<file path="src/rtl/hub75_bcm_driver.sv">
// HUB75 dot-matrix scanner with binary-code-modulated colour depth.
// Shifts one bit-plane of one row pair at a time from a synchronous framebuffer port.
module hub75_bcm_driver #(
    parameter int COLS     = 64,
    parameter int ROW_BITS = 4,
    parameter int BPC      = 4,
    parameter int CLK_DIV  = 6,
    parameter int BASE_OE  = 4
) (
    input  logic                              clk,
    input  logic                              rst,
    input  logic                              en,
    output logic [ROW_BITS+$clog2(COLS)-1:0]  pix_addr,
    input  logic [6*BPC-1:0]                  pix_data,
    output logic [1:0]                        mat_r,
    output logic [1:0]                        mat_g,
    output logic [1:0]                        mat_b,
    output logic [ROW_BITS-1:0]               mat_row,
    output logic                              mat_clk,
    output logic                              mat_lat,
    output logic                              mat_oe,
    output logic                              frame_start
);
    localparam int COL_BITS   = $clog2(COLS);
    localparam int DIV_BITS   = $clog2(CLK_DIV);
    localparam int PLANE_BITS = (BPC > 1) ? $clog2(BPC) : 1;
    localparam int SHOW_BITS  = $clog2((BASE_OE << (BPC - 1)) + 1);

    localparam logic [COL_BITS-1:0]   LAST_COL   = COL_BITS'(COLS - 1);
    localparam logic [PLANE_BITS-1:0] LAST_PLANE = PLANE_BITS'(BPC - 1);
    localparam logic [DIV_BITS-1:0]   LAST_DIV   = DIV_BITS'(CLK_DIV - 1);

    typedef enum logic [2:0] {IDLE, SHIFT, LATCH, SHOW, BLANK} state_t;

    state_t                  state, state_nxt;
    logic [DIV_BITS-1:0]     div_cnt;
    logic                    tick;
    logic [COL_BITS-1:0]     col, col_nxt;
    logic                    phase, phase_nxt;
    logic [SHOW_BITS-1:0]    show_cnt, show_cnt_nxt;
    logic [SHOW_BITS-1:0]    show_len;
    logic [ROW_BITS-1:0]     row, row_nxt;
    logic [PLANE_BITS-1:0]   plane, plane_nxt;

    logic [ROW_BITS+COL_BITS-1:0] addr_nxt;
    logic [1:0]              r_nxt, g_nxt, b_nxt;
    logic [ROW_BITS-1:0]     mat_row_nxt;
    logic                    clk_nxt, lat_nxt, oe_nxt, fs_nxt;

    logic [BPC-1:0] top_r, top_g, top_b, bot_r, bot_g, bot_b;

    assign {top_r, top_g, top_b, bot_r, bot_g, bot_b} = pix_data;
    assign tick     = (div_cnt == LAST_DIV);
    assign show_len = SHOW_BITS'(BASE_OE) << plane;

    always_ff @(posedge clk) begin
        if (rst) begin
            div_cnt     <= '0;
            state       <= IDLE;
            col         <= '0;
            phase       <= 1'b0;
            show_cnt    <= '0;
            row         <= '0;
            plane       <= '0;
            pix_addr    <= '0;
            mat_r       <= '0;
            mat_g       <= '0;
            mat_b       <= '0;
            mat_row     <= '0;
            mat_clk     <= 1'b0;
            mat_lat     <= 1'b0;
            mat_oe      <= 1'b1;
            frame_start <= 1'b0;
        end else begin
            div_cnt     <= tick ? '0 : div_cnt + DIV_BITS'(1);
            state       <= state_nxt;
            col         <= col_nxt;
            phase       <= phase_nxt;
            show_cnt    <= show_cnt_nxt;
            row         <= row_nxt;
            plane       <= plane_nxt;
            pix_addr    <= addr_nxt;
            mat_r       <= r_nxt;
            mat_g       <= g_nxt;
            mat_b       <= b_nxt;
            mat_row     <= mat_row_nxt;
            mat_clk     <= clk_nxt;
            mat_lat     <= lat_nxt;
            mat_oe      <= oe_nxt;
            frame_start <= fs_nxt;
        end
    end

    // Everything, pins included, moves only on a tick; phase 0/1 is the falling/rising half of a column.
    always_comb begin
        state_nxt    = state;
        col_nxt      = col;
        phase_nxt    = phase;
        show_cnt_nxt = show_cnt;
        row_nxt      = row;
        plane_nxt    = plane;
        addr_nxt     = pix_addr;
        r_nxt        = mat_r;
        g_nxt        = mat_g;
        b_nxt        = mat_b;
        mat_row_nxt  = mat_row;
        clk_nxt      = mat_clk;
        lat_nxt      = mat_lat;
        oe_nxt       = mat_oe;
        fs_nxt       = 1'b0;

        if (tick) begin
            case (state)
                IDLE: begin
                    oe_nxt  = 1'b1;
                    clk_nxt = 1'b0;
                    if (en) begin
                        state_nxt = SHIFT;
                        row_nxt   = '0;
                        plane_nxt = '0;
                        col_nxt   = '0;
                        phase_nxt = 1'b0;
                        addr_nxt  = '0;
                        fs_nxt    = 1'b1;
                    end
                end
                SHIFT: begin
                    if (!phase) begin
                        clk_nxt   = 1'b0;
                        r_nxt     = {top_r[plane], bot_r[plane]};
                        g_nxt     = {top_g[plane], bot_g[plane]};
                        b_nxt     = {top_b[plane], bot_b[plane]};
                        phase_nxt = 1'b1;
                        if (col != LAST_COL) begin
                            addr_nxt = {row, col + COL_BITS'(1)};
                        end
                    end else begin
                        clk_nxt   = 1'b1;
                        phase_nxt = 1'b0;
                        if (col == LAST_COL) begin
                            state_nxt = LATCH;
                        end else begin
                            col_nxt = col + COL_BITS'(1);
                        end
                    end
                end
                LATCH: begin
                    // mat_lat itself tells the first latch tick from the second.
                    if (!mat_lat) begin
                        clk_nxt     = 1'b0;
                        lat_nxt     = 1'b1;
                        mat_row_nxt = row;
                    end else begin
                        lat_nxt      = 1'b0;
                        oe_nxt       = 1'b0;
                        show_cnt_nxt = '0;
                        state_nxt    = SHOW;
                    end
                end
                SHOW: begin
                    if (show_cnt == show_len - SHOW_BITS'(1)) begin
                        oe_nxt    = 1'b1;
                        state_nxt = BLANK;
                    end else begin
                        show_cnt_nxt = show_cnt + SHOW_BITS'(1);
                    end
                end
                BLANK: begin
                    col_nxt   = '0;
                    phase_nxt = 1'b0;
                    if (plane == LAST_PLANE) begin
                        plane_nxt = '0;
                        row_nxt   = row + ROW_BITS'(1);
                    end else begin
                        plane_nxt = plane + PLANE_BITS'(1);
                    end
                    if (!en) begin
                        state_nxt = IDLE;
                        row_nxt   = '0;
                        plane_nxt = '0;
                    end else begin
                        state_nxt = SHIFT;
                        addr_nxt  = {row_nxt, COL_BITS'(0)};
                        fs_nxt    = (row_nxt == '0) && (plane_nxt == '0);
                    end
                end
                default: state_nxt = IDLE;
            endcase
        end
    end
endmodule
</file>
<file path="config.mk">
export PLATFORM = sky130hd
export DESIGN_NAME = hub75_bcm_driver
export DESIGN_NICKNAME = d
export VERILOG_FILES = /design/src/rtl/hub75_bcm_driver.sv
export SDC_FILE = /design/constraint.sdc
export NUM_CORES = 1
export LEC_CHECK = 0
export BUFFER_PORTS_ARGS = -buffer_cell sky130_fd_sc_hd__clkbuf_2
export CORE_UTILIZATION = 49
export DETAILED_ROUTE_END_ITERATION = 16
export PLACE_DENSITY = 0.73
export SLEW_MARGIN = 20
export SYNTH_ARGS = -nofsm -noshare
export SYNTH_HDL_FRONTEND = slang
export SYNTH_SLANG_ARGS = --single-unit
</file>
<file path="constraint.sdc">
create_clock -name clk -period 2.42 [get_ports clk]
set_clock_uncertainty 0.2 [all_clocks]
set_input_delay 0.242 -clock clk [delete_from_list [all_inputs] [get_ports clk]]
set_output_delay 0.242 -clock clk [all_outputs]
set_load 0.005 [all_outputs]
</file>
After elaboration in Yosys (flattened, before gate mapping)
Index checks and enable logic that the tools add are counted.
{"block": "classes", "n_reduce_logical": 22, "magnitude_cmp": 1, "n_bitwise": 3, "n_shift": 1, "eq_ne": 20, "muxes": 56, "addsub": 6}
{"op": "$mux W10", "n": 4}
{"op": "$mux W6", "n": 5}
{"op": "$pmux W10 S3", "n": 1}
{"op": "$ne A2 B2 Y1 const B", "n": 11}
{"op": "$mux W4", "n": 5}
{"op": "$pmux W6 S3", "n": 1}
{"op": "$mux W1", "n": 16}
{"op": "$mux W3", "n": 5}
{"op": "$pmux W3 S5", "n": 1}
{"op": "$reduce_and A3 Y1", "n": 5}
{"op": "$add A6 B1 Y6 const B", "n": 2}
{"op": "$bmux W1 S2", "n": 6}
{"op": "$pmux W6 S2", "n": 1}
{"op": "$reduce_and A6 Y1", "n": 2}
{"op": "$mux W2", "n": 5}
{"op": "$pmux W1 S3", "n": 3}
{"op": "$reduce_bool A3 Y1", "n": 3}
{"op": "$pmux W4 S2", "n": 1}
{"op": "$reduce_and A4 Y1", "n": 2}
{"op": "$eq A3 B2 Y1 const B", "n": 2}
{"op": "$eq A3 B3 Y1 const B", "n": 2}
{"op": "$eq A6 B6 Y1", "n": 1}
{"op": "$eq A6 B6 Y1 const B", "n": 1}
{"op": "$ne A6 B6 Y1 const B", "n": 1}
{"op": "19 further kinds", "n": 23}
{"block": "totals", "inputBits": 27, "output_inout_bits": 24, "wordCells": 125, "ff_bits": 49}

Depth between registers and ports, before layout
Gate-level depths: netlist of the first run.
{"block": "logic_depth", "depth_word": 8, "depth_mapped": 8, "mapped_depth_nobuf": 7}

Worst setup path after synthesis of the first run
Ideal clock, no wire load.
{"block": "synth_path", "path_type": "register to register", "from": "reg plane[0]", "to": "reg state[2]", "t_arrival_ns": 2.042, "synth_period_minus_slack_ns": 2.313, "required_time_ns": 2.150, "setup_ns": 0.070, "stages_incl_launch_ff": 9, "setup_slack_ns": 0.107, "n_path_buf": 1, "path_cell_list": "dfxtp_1 clkbuf_1 inv_1 ha_1 xor2_1 nand3_1 or2_2 or3_1 a21oi_1"}
{"block": "synth_via", "elab_chain_len": 5}
{"item": "start, declared", "line_no": "43", "text": "logic [PLANE_BITS-1:0] plane, plane_nxt;"}
{"item": "start signal, assigned", "line_no": "81", "text": "plane <= plane_nxt;"}
{"item": "$shl A3 B2 Y6", "line_no": "54", "text": "assign show_len = SHOW_BITS'(BASE_OE) << plane;"}
{"item": "$sub A6 B1 Y6", "line_no": "161", "text": "if (show_cnt == show_len - SHOW_BITS'(1)) begin"}
{"item": "$eq A6 B6 Y1", "line_no": "161"}
{"item": "$ne A2 B2 Y1 (no source line)"}
{"item": "$reduce_and A6 Y1 (no source line)"}
{"item": "end signal, assigned", "line_no": "76", "text": "state <= state_nxt;"}
{"item": "end, declared", "line_no": "35", "text": "state_t state, state_nxt;"}
Every way passes these cells.
A chain may end at the register's enable or synchronous reset.

Worst setup path in the final report of the first run
{"block": "layout_path", "from": "reg plane[0]", "to": "reg show_cnt[3]"}
{"block": "layout_via", "elab_chain_len": 5}
{"item": "$shl A3 B2 Y6", "line_no": "54"}
{"item": "$sub A6 B1 Y6", "line_no": "161"}
{"item": "$eq A6 B6 Y1", "line_no": "161"}
{"item": "$ne A2 B2 Y1 (no source line)"}
{"item": "$reduce_and A4 Y1 (no source line)"}
{"item": "end signal, assigned", "line_no": "79", "text": "show_cnt <= show_cnt_nxt;"}
{"item": "end, declared", "line_no": "40", "text": "logic [SHOW_BITS-1:0] show_cnt, show_cnt_nxt;"}
Every way passes these cells.

==> reports/metrics.csv, run 1 <==
stage;metric;value;unit
setup_path;Crit path largest cell delay;0.51;ns
synth;post-synth cell types;48;
cells_and_area;Total Nets Final;387;
synth;top-area cell type share of the netlist area;0.380;
setup_path;CP Capture Point;show_cnt[3]$_SDFFE_PP0P_;
setup_path;Critical Path Stages;6;
sta;final worst path period share;0.937;
floorplanning;Core Box Area;0.00507;mm^2
synth;Yosys top cell by area;dfxtp_1;
setup_path;Reg2Reg Setup Slack;0.15;ns
run_status;outcome;complete, no violations;
place;GPL Wtd Cong;0.826;
synth;post-synth net total;336;
cells_and_area;Final Util;0.604;
route;met1 wire length;2790;um
route;drt via density;5.49;
global_route;largest net degree at the start of global routing;34;
route;final wirelength;5670;um
route;Routed wire per std cell;13.4;um
synth;largest cells by area after synthesis;dfxtp_1, mux2i_1, nor2_1;
setup_path;critical path type;reg2reg;
place;DP Cell Count;415;
cells_and_area;Reg area;981;um^2
sta;worst slew pin tran;0.691;ns
setup_path;WP buf/inv;0;
setup_path;Crit path max-delay family;simple AND/OR/NAND/NOR gates;
setup_path;worst r2r src;plane[0]$_SDFFE_PP0P_;
setup_path;crit path launch type;flop;
min_path;hold depth;4;
global_route;initial antenna violation count;0;
synth;Yosys reg bits;49;
global_route;Tot GR Track Use;0.217;
setup_path;Crit. End Element;flop;
sta;count of final max-slew check failures;0;
setup_path;Reg-to-Reg End;show_cnt[3]$_SDFFE_PP0P_;
floorplanning;Starting Density;0.509;
route;number of routed nets with antenna violations;0;
power;Leak;1.28;nW
synth;ys flop type;dfxtp_1;
synth;Syn Inst Count;301;
synth;Post-Synthesis Cell Area;0.00258;mm^2
floorplanning;Die Ht;74.6;um
floorplanning;std cell rows;26;
route;DR iter-0 viols;111;
route;met2 WL;2610;um
place;DP Area;0.00294;mm^2
clock_network;CTS root buffer;clkbuf_8;
power;peak supply drop;0.312;mV
setup_path;Crit path required time;2.46;ns
place;PortBufs;50;
cells_and_area;design area;0.00306;mm^2
setup_path;crit path launch;plane[0]$_SDFFE_PP0P_;
synth;Synth warnings;0;
floorplanning;die area;0.00556;mm^2
floorplanning;Die X;74.6;um
cells_and_area;footprint of the multi-input gates;0.00151;mm^2
clock_network;clk_lat worst skew;0.30;ns
sta;Fin. Hold Viols;0;
cells_and_area;fill count;475;
clock_network;H-tree Lvls;2;
cells_and_area;ANT cells;0;
route;Vias;2322;
setup_path;worst path cell trace;ha_1, xnor2_1, mux2i_2, o211ai_1, or3b_2, a21oi_1;
clock_network;Worst-path clk slew;0.09;ns
synth;EDFF count, synth;0;
setup_path;Worst EP arrival;2.30;ns
sta;Final setup viols;0;
route;top sig layer;met4;
place;HPWL Detailed;4170;um
setup_path;R2R cell count;6;
clock_network;Max Buffers Root-to-Sink;2;
run;MaxCap Viol Count;0;
sta;Hold WS;0.207;ns
route;DR pass1 iterations;4;
place;pre-CTS setup slack;0.229;ns
floorplanning;Ports;51;
cells_and_area;P&R area growth vs syn;18.7;%
route;WL met3;211;um
cells_and_area;share of post-route cells with drive strength above 1;0.241;
global_route;GRT Residual Overflow;0;
sta;final worst slack;0.153;ns
clock_network;Num CTS Buffers;5;
synth;Synth async-reset ratio;0;
sta;Slew HR;0.539;
sta;Peak Freq;0.441;GHz
setup_path;maximum fanout along the worst path;6;
cells_and_area;Cell Count, Final, Fillers Out;423;
min_path;Hold Path Class;in2reg;
global_route;first-pass GRT wire length;9320;um
sta;Final min period;2.27;ns
global_route;vias in the first global route;2082;
power;PwrDens;488;mW/mm^2
clock_network;CTS tree;done;
clock_network;# clock sinks;49;
synth;syn avg cell area;8.58;um^2
setup_path;slowest CP cell;or3b_2;
clock_network;CTS Hold Bufs;0;
route;residual DRC count;0;
synth;Seq/Total Area, Yosys;0.380;
## layer usage
metal,track usage,up-vias
li1,-,1188
met1,0.275,1078
met2,0.366,48
met3,0.0461,8
met4,0.0734,0
met5,0,-
## Yosys cell counts (5+ instances only)
| cell | number |
|---|---|
| nand4_1 | 7 |
| or3_1 | 7 |
| buf_2 | 6 |
| dfxtp_1 | 49 |
| mux4_2 | 6 |
| nand3_1 | 10 |
| a21oi_1 | 26 |
| mux2i_1 | 16 |
| o21ai_0 | 11 |
| inv_1 | 5 |
| nand2b_1 | 5 |
| nor2_1 | 39 |
| ha_1 | 8 |
| clkbuf_1 | 12 |
| nand2_1 | 26 |
| xnor2_1 | 5 |
| nor3_1 | 9 |
## worst min path at each step
stage	from	endpoint	slack (ns)
after floorplan	rst	col[4]$_SDFFE_PP0P_	0.12
after detailed placement	pix_addr[8]$_SDFFE_PP0P_	pix_addr[8]$_SDFFE_PP0P_	0.25
final	pix_data[20]	mat_r[1]$_SDFFE_PP0P_	0.21
after global placement	pix_addr[4]$_SDFFE_PP0P_	pix_addr[4]$_SDFFE_PP0P_	0.24
after global routing	pix_data[22]	mat_r[1]$_SDFFE_PP0P_	0.21
after CTS	pix_data[20]	mat_r[1]$_SDFFE_PP0P_	0.21
## cell families (layout without fill, tap and decap cells)
family                   count (synthesis)  in the layout  synth area share
multiplexers                            22             22             0.114
AND/OR/NAND/NOR                        124            124             0.234
buffers and inverters                   24             76            0.0378
adder cells (fa/ha/maj)                  8              8            0.0388
XOR/XNOR                                 8              8            0.0271
AO/OA/AOI/OAI                           66             66             0.168
flip-flops                              49             49             0.380
## cell usage in the layout, fill, tap and decap left out, types with 10 or more instances in the layout
| cell | synthesis | routed |
|---|---|---|
| nand3_1 | 10 | 10 |
| nand2_1 | 26 | 26 |
| o21ai_0 | 11 | 11 |
| buf_4 | 0 | 13 |
| clkbuf_2 | 0 | 50 |
| mux2i_1 | 16 | 15 |
| nor2_1 | 39 | 39 |
| dfxtp_1 | 49 | 49 |
| a21oi_1 | 26 | 26 |
## sequential cells by signal, summed over array words and instances (netlist names)
register,flops
div_cnt,3
show_cnt,6
row,4
mat_b,2
mat_row,4
mat_r,2
mat_g,2
state,3
mat_clk,1
mat_lat,1
pix_addr,10
frame_start,1
mat_oe,1
plane,2
col,6
phase,1
## power breakdown
part	internal [mW]	leakage (nW)	switching, mW
Sequential	0.810	0.395	0.00462
Combinational	0.0350	0.831	0.0373
Clock	0.337	0.0585	0.272
## final cells by class
class,count,share of cell area
Clock buffer,7,0.0282
Clock inverter,1,0.00980
Inverter,5,0.00612
Multi-Input combinational cell,228,0.494
Sequential cell,49,0.320
Tap cell,70,0.0286
Timing Repair Buffer,63,0.114
## worst reg2reg max path: stages, from the launching register on
cell and delay (ns):
dfxtp_1 0.37, ha_1 0.23, xnor2_1 0.23, mux2i_2 0.33, o211ai_1 0.20, or3b_2 0.51, a21oi_1 0.14
## through the flow
step	power (mW)	TNS (ns)
finish	1.50	0
global route	1.56	-0.00405
CTS	1.50	0
detailed placement	0.906	0
global placement	0.904	0
floorplan	0.873	0
## repair_timing
action | 4_1_cts | 5_1_grt
endpoints found under the setup margin | 0 | 2
buffers inserted | 0 | 0
gates resized for setup | 0 | 2
hold endpoints to repair | 0 | 0
Power figures use the tool's default switching activity.
==> inputs of run 2 (changes only) <==
RECOVER_POWER = 25   (was not set)
==> run 2 against run 1 <==
Effect of this change:
- sequential cell count unchanged
- cell count did not move
- fmax barely moved
- non-clock buffer count is the same
- power grew 0.15%
- utilization down 0.35 points
- die area unchanged
- via count is essentially flat
- sequential share of layout area grew 0.18 points
- critical path type unchanged
- highest routed layer unchanged
==> reports/metrics.csv, run 2 (synthesized netlist as in run 1, its figures left out) <==
stage;metric;value;unit;change
floorplanning;Die X;74.6;um;unchanged
setup_path;Reg2Reg Setup Slack;0.15;ns;about the same
setup_path;critical path type;reg2reg;;
clock_network;CTS root buffer;clkbuf_8;;
place;PortBufs;50;;unchanged
cells_and_area;Reg with most FFs;pix_addr;;
floorplanning;Starting Density;0.509;;unchanged
sta;TNS Setup;0;ns;unchanged
cells_and_area;Total Nets Final;387;;unchanged
global_route;GRT Residual Overflow;0;;unchanged
cells_and_area;P&R area growth vs syn;18.0;%;
floorplanning;Core Box Area;0.00507;mm^2;unchanged
sta;final worst path period share;0.937;;about the same
clock_network;# clock sinks;49;;unchanged
clock_network;Worst-path clk slew;0.09;ns;about the same
min_path;hold endpoint;mat_r[1]$_SDFFE_PP0P_;;
sta;count of final max-slew check failures;0;;unchanged
cells_and_area;fill count;481;;+1.3%
cells_and_area;ANT cells;0;;unchanged
sta;Fin. Hold Viols;0;;unchanged
min_path;hold depth;4;;unchanged
cells_and_area;Cell Count, Final, Fillers Out;423;;unchanged
place;GPL Wtd Cong;0.826;;unchanged
sta;Slew HR;0.539;;-0.000561
setup_path;Reg-to-Reg End;show_cnt[3]$_SDFFE_PP0P_;;
global_route;vias in the first global route;2082;;unchanged
run_status;outcome;complete, no violations;;
floorplanning;Ports;51;;unchanged
place;pre-CTS setup slack;0.229;ns;unchanged
power;Tot Pwr;1.50;mW;+0.15%
setup_path;slowest CP cell;or3b_2;;
cells_and_area;biggest regs;pix_addr (10), col (6), show_cnt (6);;
cells_and_area;most common cell after layout, fill and taps aside;dfxtp_1;;
sta;final worst slack;0.152;ns;-0.000923 ns
setup_path;Worst EP arrival;2.31;ns;about the same
route;DR pass1 iterations;4;;unchanged
sta;Final setup viols;0;;unchanged
run;MaxCap Viol Count;0;;unchanged
route;drt via density;5.49;;about the same
cells_and_area;share of post-route cells with drive strength above 1;0.201;;-0.0397
route;DR iter-0 viols;113;;+1.8%
route;residual DRC count;0;;unchanged
sta;worst slew pin tran;0.692;ns;+0.000843 ns
min_path;Worst Min Path Start;pix_data[20];;
setup_path;worst r2r src;plane[0]$_SDFFE_PP0P_;;
setup_path;Crit path largest cell delay;0.51;ns;about the same
power;PwrDens;492;mW/mm^2;+0.73%
global_route;first-pass GRT wire length;9320;um;unchanged
setup_path;R2R cell count;6;;unchanged
cells_and_area;max reg flops;10;;unchanged
setup_path;maximum fanout along the worst path;6;;unchanged
route;final wirelength;5700;um;+0.39%
cells_and_area;most frequent cells in the layout;dfxtp_1, nor2_1, clkbuf_2, nand2_1, a21oi_1;;
clock_network;H-tree Lvls;2;;unchanged
route;Vias;2324;;+0.086%
setup_path;Crit. End Element;flop;;
route;Routed wire per std cell;13.5;um;+0.39%
clock_network;Num CTS Buffers;5;;unchanged
sta;Peak Freq;0.441;GHz;about the same
clock_network;Max Buffers Root-to-Sink;2;;unchanged
floorplanning;Die Ht;74.6;um;unchanged
setup_path;crit path launch type;flop;;
setup_path;Crit path required time;2.46;ns;about the same
floorplanning;die area;0.00556;mm^2;unchanged
floorplanning;std cell rows;26;;unchanged
place;DP Cell Count;415;;unchanged
power;Leak;1.24;nW;-3.8%
place;HPWL Detailed;4170;um;unchanged
global_route;largest net degree at the start of global routing;34;;unchanged
global_route;Tot GR Track Use;0.217;;unchanged
min_path;Hold Path Class;in2reg;;
sta;Hold WS;0.206;ns;-0.000528 ns
setup_path;worst path cell trace;ha_1, xnor2_1, mux2i_2, o211ai_1, or3b_2, a21oi_1;;
global_route;initial antenna violation count;0;;unchanged
power;peak supply drop;0.312;mV;about the same
clock_network;CTS tree;done;;
route;number of routed nets with antenna violations;0;;unchanged
sta;Final min period;2.27;ns;+0.000923 ns
clock_network;clk_lat worst skew;0.30;ns;about the same
run 2: critical path, delay by kind of cell (launching register included):
kind	cells	cell delay, ns
AND/OR/NAND/NOR	1	0.51
multiplexers	1	0.33
adder cells (fa/ha/maj)	1	0.22
AO/OA/AOI/OAI	2	0.34
flip-flops	1	0.37
XOR/XNOR	1	0.23
run 2: worst max-delay path by stage:
| stage | startpoint | slack, ns | endpoint | depth (start not counted) |
|---|---|---|---|---|
| after CTS | plane[0]$_SDFFE_PP0P_ | 0.14 | show_cnt[3]$_SDFFE_PP0P_ | 6 |
| after floorplan | plane[0]$_SDFFE_PP0P_ | 0.11 | state[2]$_SDFFE_PP0P_ | 8 |
| after global routing | plane[0]$_SDFFE_PP0P_ | -0.004 | show_cnt[3]$_SDFFE_PP0P_ | 6 |
| after global placement | plane[0]$_SDFFE_PP0P_ | 0.28 | show_cnt[3]$_SDFFE_PP0P_ | 6 |
| after detailed placement | plane[0]$_SDFFE_PP0P_ | 0.23 | show_cnt[3]$_SDFFE_PP0P_ | 6 |
| final | plane[0]$_SDFFE_PP0P_ | 0.15 | show_cnt[3]$_SDFFE_PP0P_ | 6 |
run 2: power by group:
group / leakage (nW) / switching (mW) / internal (mW)
sequential: 0.395 / 0.00464 / 0.810
combinational: 0.782 / 0.0373 / 0.0350
clock: 0.0585 / 0.274 / 0.337
total: 1.24 / 0.316 / 1.18
run 2: what timing repair did:
| action | in CTS | in global routing |
|---|---|---|
| gates resized for setup | 0 | 2 |
| endpoints found under the setup margin | 0 | 2 |
| setup buffers | 0 | 0 |
| hold endpoints to repair | 0 | 0 |
| hold buffers | 0 | 0 |
run 2: routing by layer:
metal	track usage	vias up	share of wire
met5	0	-	0
met4	0.0734	0	0.012
met3	0.0461	8	0.035
met2	0.366	45	0.46
met1	0.275	1082	0.49
li1	-	1189	-
run 2: area by class of cell:
type / count / area [um^2] / share of cell area
sequential: 49 / 981 / 0.322
clock buffer: 7 / 86.3 / 0.0283
inverter: 5 / 18.8 / 0.00616
tap: 70 / 87.6 / 0.0287
clock inverter: 1 / 30.0 / 0.00986
timing repair buffer: 63 / 330 / 0.108
multi-input combinational: 228 / 1510 / 0.497
run 2: metrics by stage:
step	cell area, um^2	utilization
6_report	3050	0.600
5_1_grt	3050	0.600
4_1_cts	3060	0.602
3_5_place_dp	2940	0.579
3_3_place_gp	2940	0.579
2_1_floorplan	2580	-
==> inputs of run 3 (changes only) <==
PLACE_DENSITY = 0.75   (was 0.73)
==> run 3 against run 2 <==
Effect of this change:
- non-clock buffer count unchanged
- highest routed layer unchanged
- count of clock-buffer cells in the layout shrank 2
- global-route usage fell by 0.22 points
- wire length fell by 0.60%
- power decreased by 11%
- sequential power about the same
==> reports/metrics.csv, run 3 (synthesized netlist as in run 1, its figures left out) <==
stage;metric;value;unit;change
power;Combinational Power Share;0.055;;+0.007
place;PortBufs;50;;unchanged
clock_network;CTS Hold Bufs;0;;unchanged
cells_and_area;most common cell after layout, fill and taps aside;dfxtp_1;;
cells_and_area;max reg flops;10;;unchanged
floorplanning;die area;0.00556;mm^2;unchanged
global_route;first-pass GRT wire length;9180;um;-1.5%
power;Clock power frac;0.334;;-0.074
setup_path;Crit path largest cell delay;0.51;ns;about the same
sta;Fin. Hold Viols;0;;unchanged
route;number of routed nets with antenna violations;0;;unchanged
power;Tot Pwr;1.33;mW;-11%
cells_and_area;Total Nets Final;387;;unchanged
setup_path;Reg2Reg Setup Slack;0.16;ns;about the same
setup_path;Reg-to-Reg End;show_cnt[3]$_SDFFE_PP0P_;;
clock_network;post-cts resize count;0;;unchanged
route;residual DRC count;0;;unchanged
min_path;Worst Min Path Start;en;;
clock_network;clk_lat worst skew;0.30;ns;about the same
setup_path;critical path type;reg2reg;;
sta;TNS Setup;0;ns;unchanged
global_route;Tot GR Track Use;0.215;;-0.00219
power;Sequential Power Share;0.612;;+0.068
clock_network;CTS root buffer;clkbuf_8;;
global_route;GRT Residual Overflow;0;;unchanged
sta;Peak Freq;0.442;GHz;+0.30%
min_path;hold depth;3;;-1
floorplanning;Die Ht;74.6;um;unchanged
setup_path;Crit path max-delay family;simple AND/OR/NAND/NOR gates;;
cells_and_area;biggest regs;pix_addr (10), col (6), show_cnt (6);;
power;Int Power;1.04;mW;-12%
sta;Final min period;2.26;ns;-0.00678 ns
cells_and_area;most frequent cells in the layout;dfxtp_1, nor2_1, clkbuf_2, nand2_1, a21oi_1;;
place;HPWL Detailed;4310;um;+3.4%
min_path;hold endpoint;col[4]$_SDFFE_PP0P_;;
power;PwrDens;444;mW/mm^2;-9.7%
cells_and_area;Reg with most FFs;pix_addr;;
power;Sw Share;0.222;;+0.0111
setup_path;WP buf/inv;0;;unchanged
route;drt via density;5.50;;about the same
route;Vias;2314;;-0.43%
setup_path;slowest CP cell;or3b_2;;
power;Leak;1.23;nW;-0.50%
setup_path;Crit path required time;2.45;ns;about the same
clock_network;Post-CTS Setup Bufs;0;;unchanged
route;final wirelength;5660;um;-0.60%
setup_path;Crit. End Element;flop;;
cells_and_area;P&R area growth vs syn;16.1;%;
setup_path;worst path cell trace;ha_1, xnor2_1, mux2i_1, o211ai_1, or3b_2, a21oi_1;;
floorplanning;std cell rows;26;;unchanged
sta;RSZ-0062 raised after global routing;no;;
sta;Slew HR;0.510;;-0.0287
route;DR iter-0 viols;116;;+2.7%
floorplanning;Starting Density;0.509;;unchanged
cells_and_area;footprint of the multi-input gates;0.00150;mm^2;-0.58%
power;P_sw;0.295;mW;-6.5%
setup_path;crit path launch type;flop;;
clock_network;Num CTS Buffers;5;;unchanged
clock_network;Worst-path clk slew;0.08;ns;about the same
sta;final worst slack;0.159;ns;+0.00678 ns
sta;count of final max-slew check failures;0;;unchanged
sta;final worst path period share;0.934;;-0.00280
cells_and_area;ANT cells;0;;unchanged
run_status;outcome;complete, no violations;;
power;peak supply drop;0.224;mV;-28%
floorplanning;Core Box Area;0.00507;mm^2;unchanged
cells_and_area;Reg area;981;um^2;unchanged
route;DR pass1 iterations;4;;unchanged
run;MaxCap Viol Count;0;;unchanged
setup_path;maximum fanout along the worst path;6;;unchanged
clock_network;CTS tree;done;;
global_route;largest net degree at the start of global routing;25;;-26%
place;GPL Wtd Cong;0.890;;+7.8%
global_route;vias in the first global route;2048;;-1.6%
sta;worst slew pin tran;0.729;ns;+0.0375 ns
cells_and_area;share of post-route cells with drive strength above 1;0.199;;-0.00170
clock_network;H-tree Lvls;2;;unchanged
cells_and_area;fill count;499;;+3.7%
floorplanning;Ports;51;;unchanged
clock_network;# clock sinks;49;;unchanged
setup_path;worst r2r src;plane[0]$_SDFFE_PP0P_;;
min_path;Hold Path Class;in2reg;;
setup_path;R2R cell count;6;;unchanged
floorplanning;Die X;74.6;um;unchanged
place;pre-CTS setup slack;0.210;ns;-0.0195 ns
clock_network;Max Buffers Root-to-Sink;2;;unchanged
setup_path;Worst EP arrival;2.29;ns;-0.02 ns
route;Routed wire per std cell;13.4;um;-0.12%
sta;Final setup viols;0;;unchanged
global_route;initial antenna violation count;0;;unchanged
-- run 3: cell count changes in the layout (fill, tap and decap cells not counted) --
cell / previous run / this run
bufinv_16: 1 / 0
mux2i_1: 15 / 16
nor3_2: 1 / 0
clkbuf_2: 36 / 38
clkinv_2: 0 / 1
mux2i_2: 1 / 0
nor3_1: 8 / 9
clkbuf_1: 15 / 12
clkbuf_8: 6 / 5
-- run 3: cell type report --
| cell class | instances | area share |
|---|---|---|
| repair buffers | 63 | 0.111 |
| inverters | 5 | 0.00626 |
| flip-flops and latches | 49 | 0.327 |
| multi-input cells | 228 | 0.502 |
| well taps | 70 | 0.0292 |
| clock inverters | 1 | 0.00167 |
| clock buffers | 5 | 0.0230 |
-- run 3: through the flow --
stage | utilization | area (um^2) | instances | hold slack, ns
after floorplan | - | 2580 | 301 | 0.118
after global placement | 0.579 | 2940 | 415 | 0.238
after detailed placement | 0.579 | 2940 | 415 | 0.245
after CTS | 0.594 | 3010 | 421 | 0.191
after global routing | 0.591 | 3000 | 421 | 0.227
final | 0.591 | 3000 | 421 | 0.200
-- run 3: power groups by stage --
| stage | Sequential, mW | Clock, mW | Combinational (mW) |
|---|---|---|---|
| 2_1_floorplan | 0.832 | 0 | 0.0405 |
| 3_3_place_gp | 0.833 | 0 | 0.0704 |
| 3_5_place_dp | 0.834 | 0 | 0.0726 |
| 4_1_cts | 0.815 | 0.462 | 0.0732 |
| 5_1_grt | 0.816 | 0.486 | 0.0806 |
| 6_report | 0.815 | 0.444 | 0.0727 |
-- run 3: worst reg2reg max path, delay by kind of cell (launching register included) --
family	cells	cell delay [ns]
AO/OA/AOI/OAI	2	0.41
adder cells (fa/ha/maj)	1	0.22
AND/OR/NAND/NOR	1	0.51
XOR/XNOR	1	0.18
multiplexers	1	0.33
flip-flops	1	0.36
-- run 3: worst max-delay path by stage --
stage / startpoint / end / slack (ns) / cells after the start
floorplan: plane[0]$_SDFFE_PP0P_ / state[2]$_SDFFE_PP0P_ / 0.11 / 8
global placement: plane[0]$_SDFFE_PP0P_ / show_cnt[3]$_SDFFE_PP0P_ / 0.28 / 6
detailed placement: plane[0]$_SDFFE_PP0P_ / show_cnt[3]$_SDFFE_PP0P_ / 0.21 / 6
CTS: plane[0]$_SDFFE_PP0P_ / show_cnt[3]$_SDFFE_PP0P_ / 0.19 / 6
global route: div_cnt[0]$_SDFF_PP0_ / pix_addr[8]$_SDFFE_PP0P_ / 0.01 / 6
finish: plane[0]$_SDFFE_PP0P_ / show_cnt[3]$_SDFFE_PP0P_ / 0.16 / 6
-- run 3: metal layers --
metal / vias to the layer above / track usage / part of all wire
li1: 1179 / - / -
met1: 1073 / 0.280 / 0.48
met2: 56 / 0.361 / 0.47
met3: 6 / 0.0407 / 0.041
met4: 0 / 0.0650 / 0.011
met5: - / 0 / 0
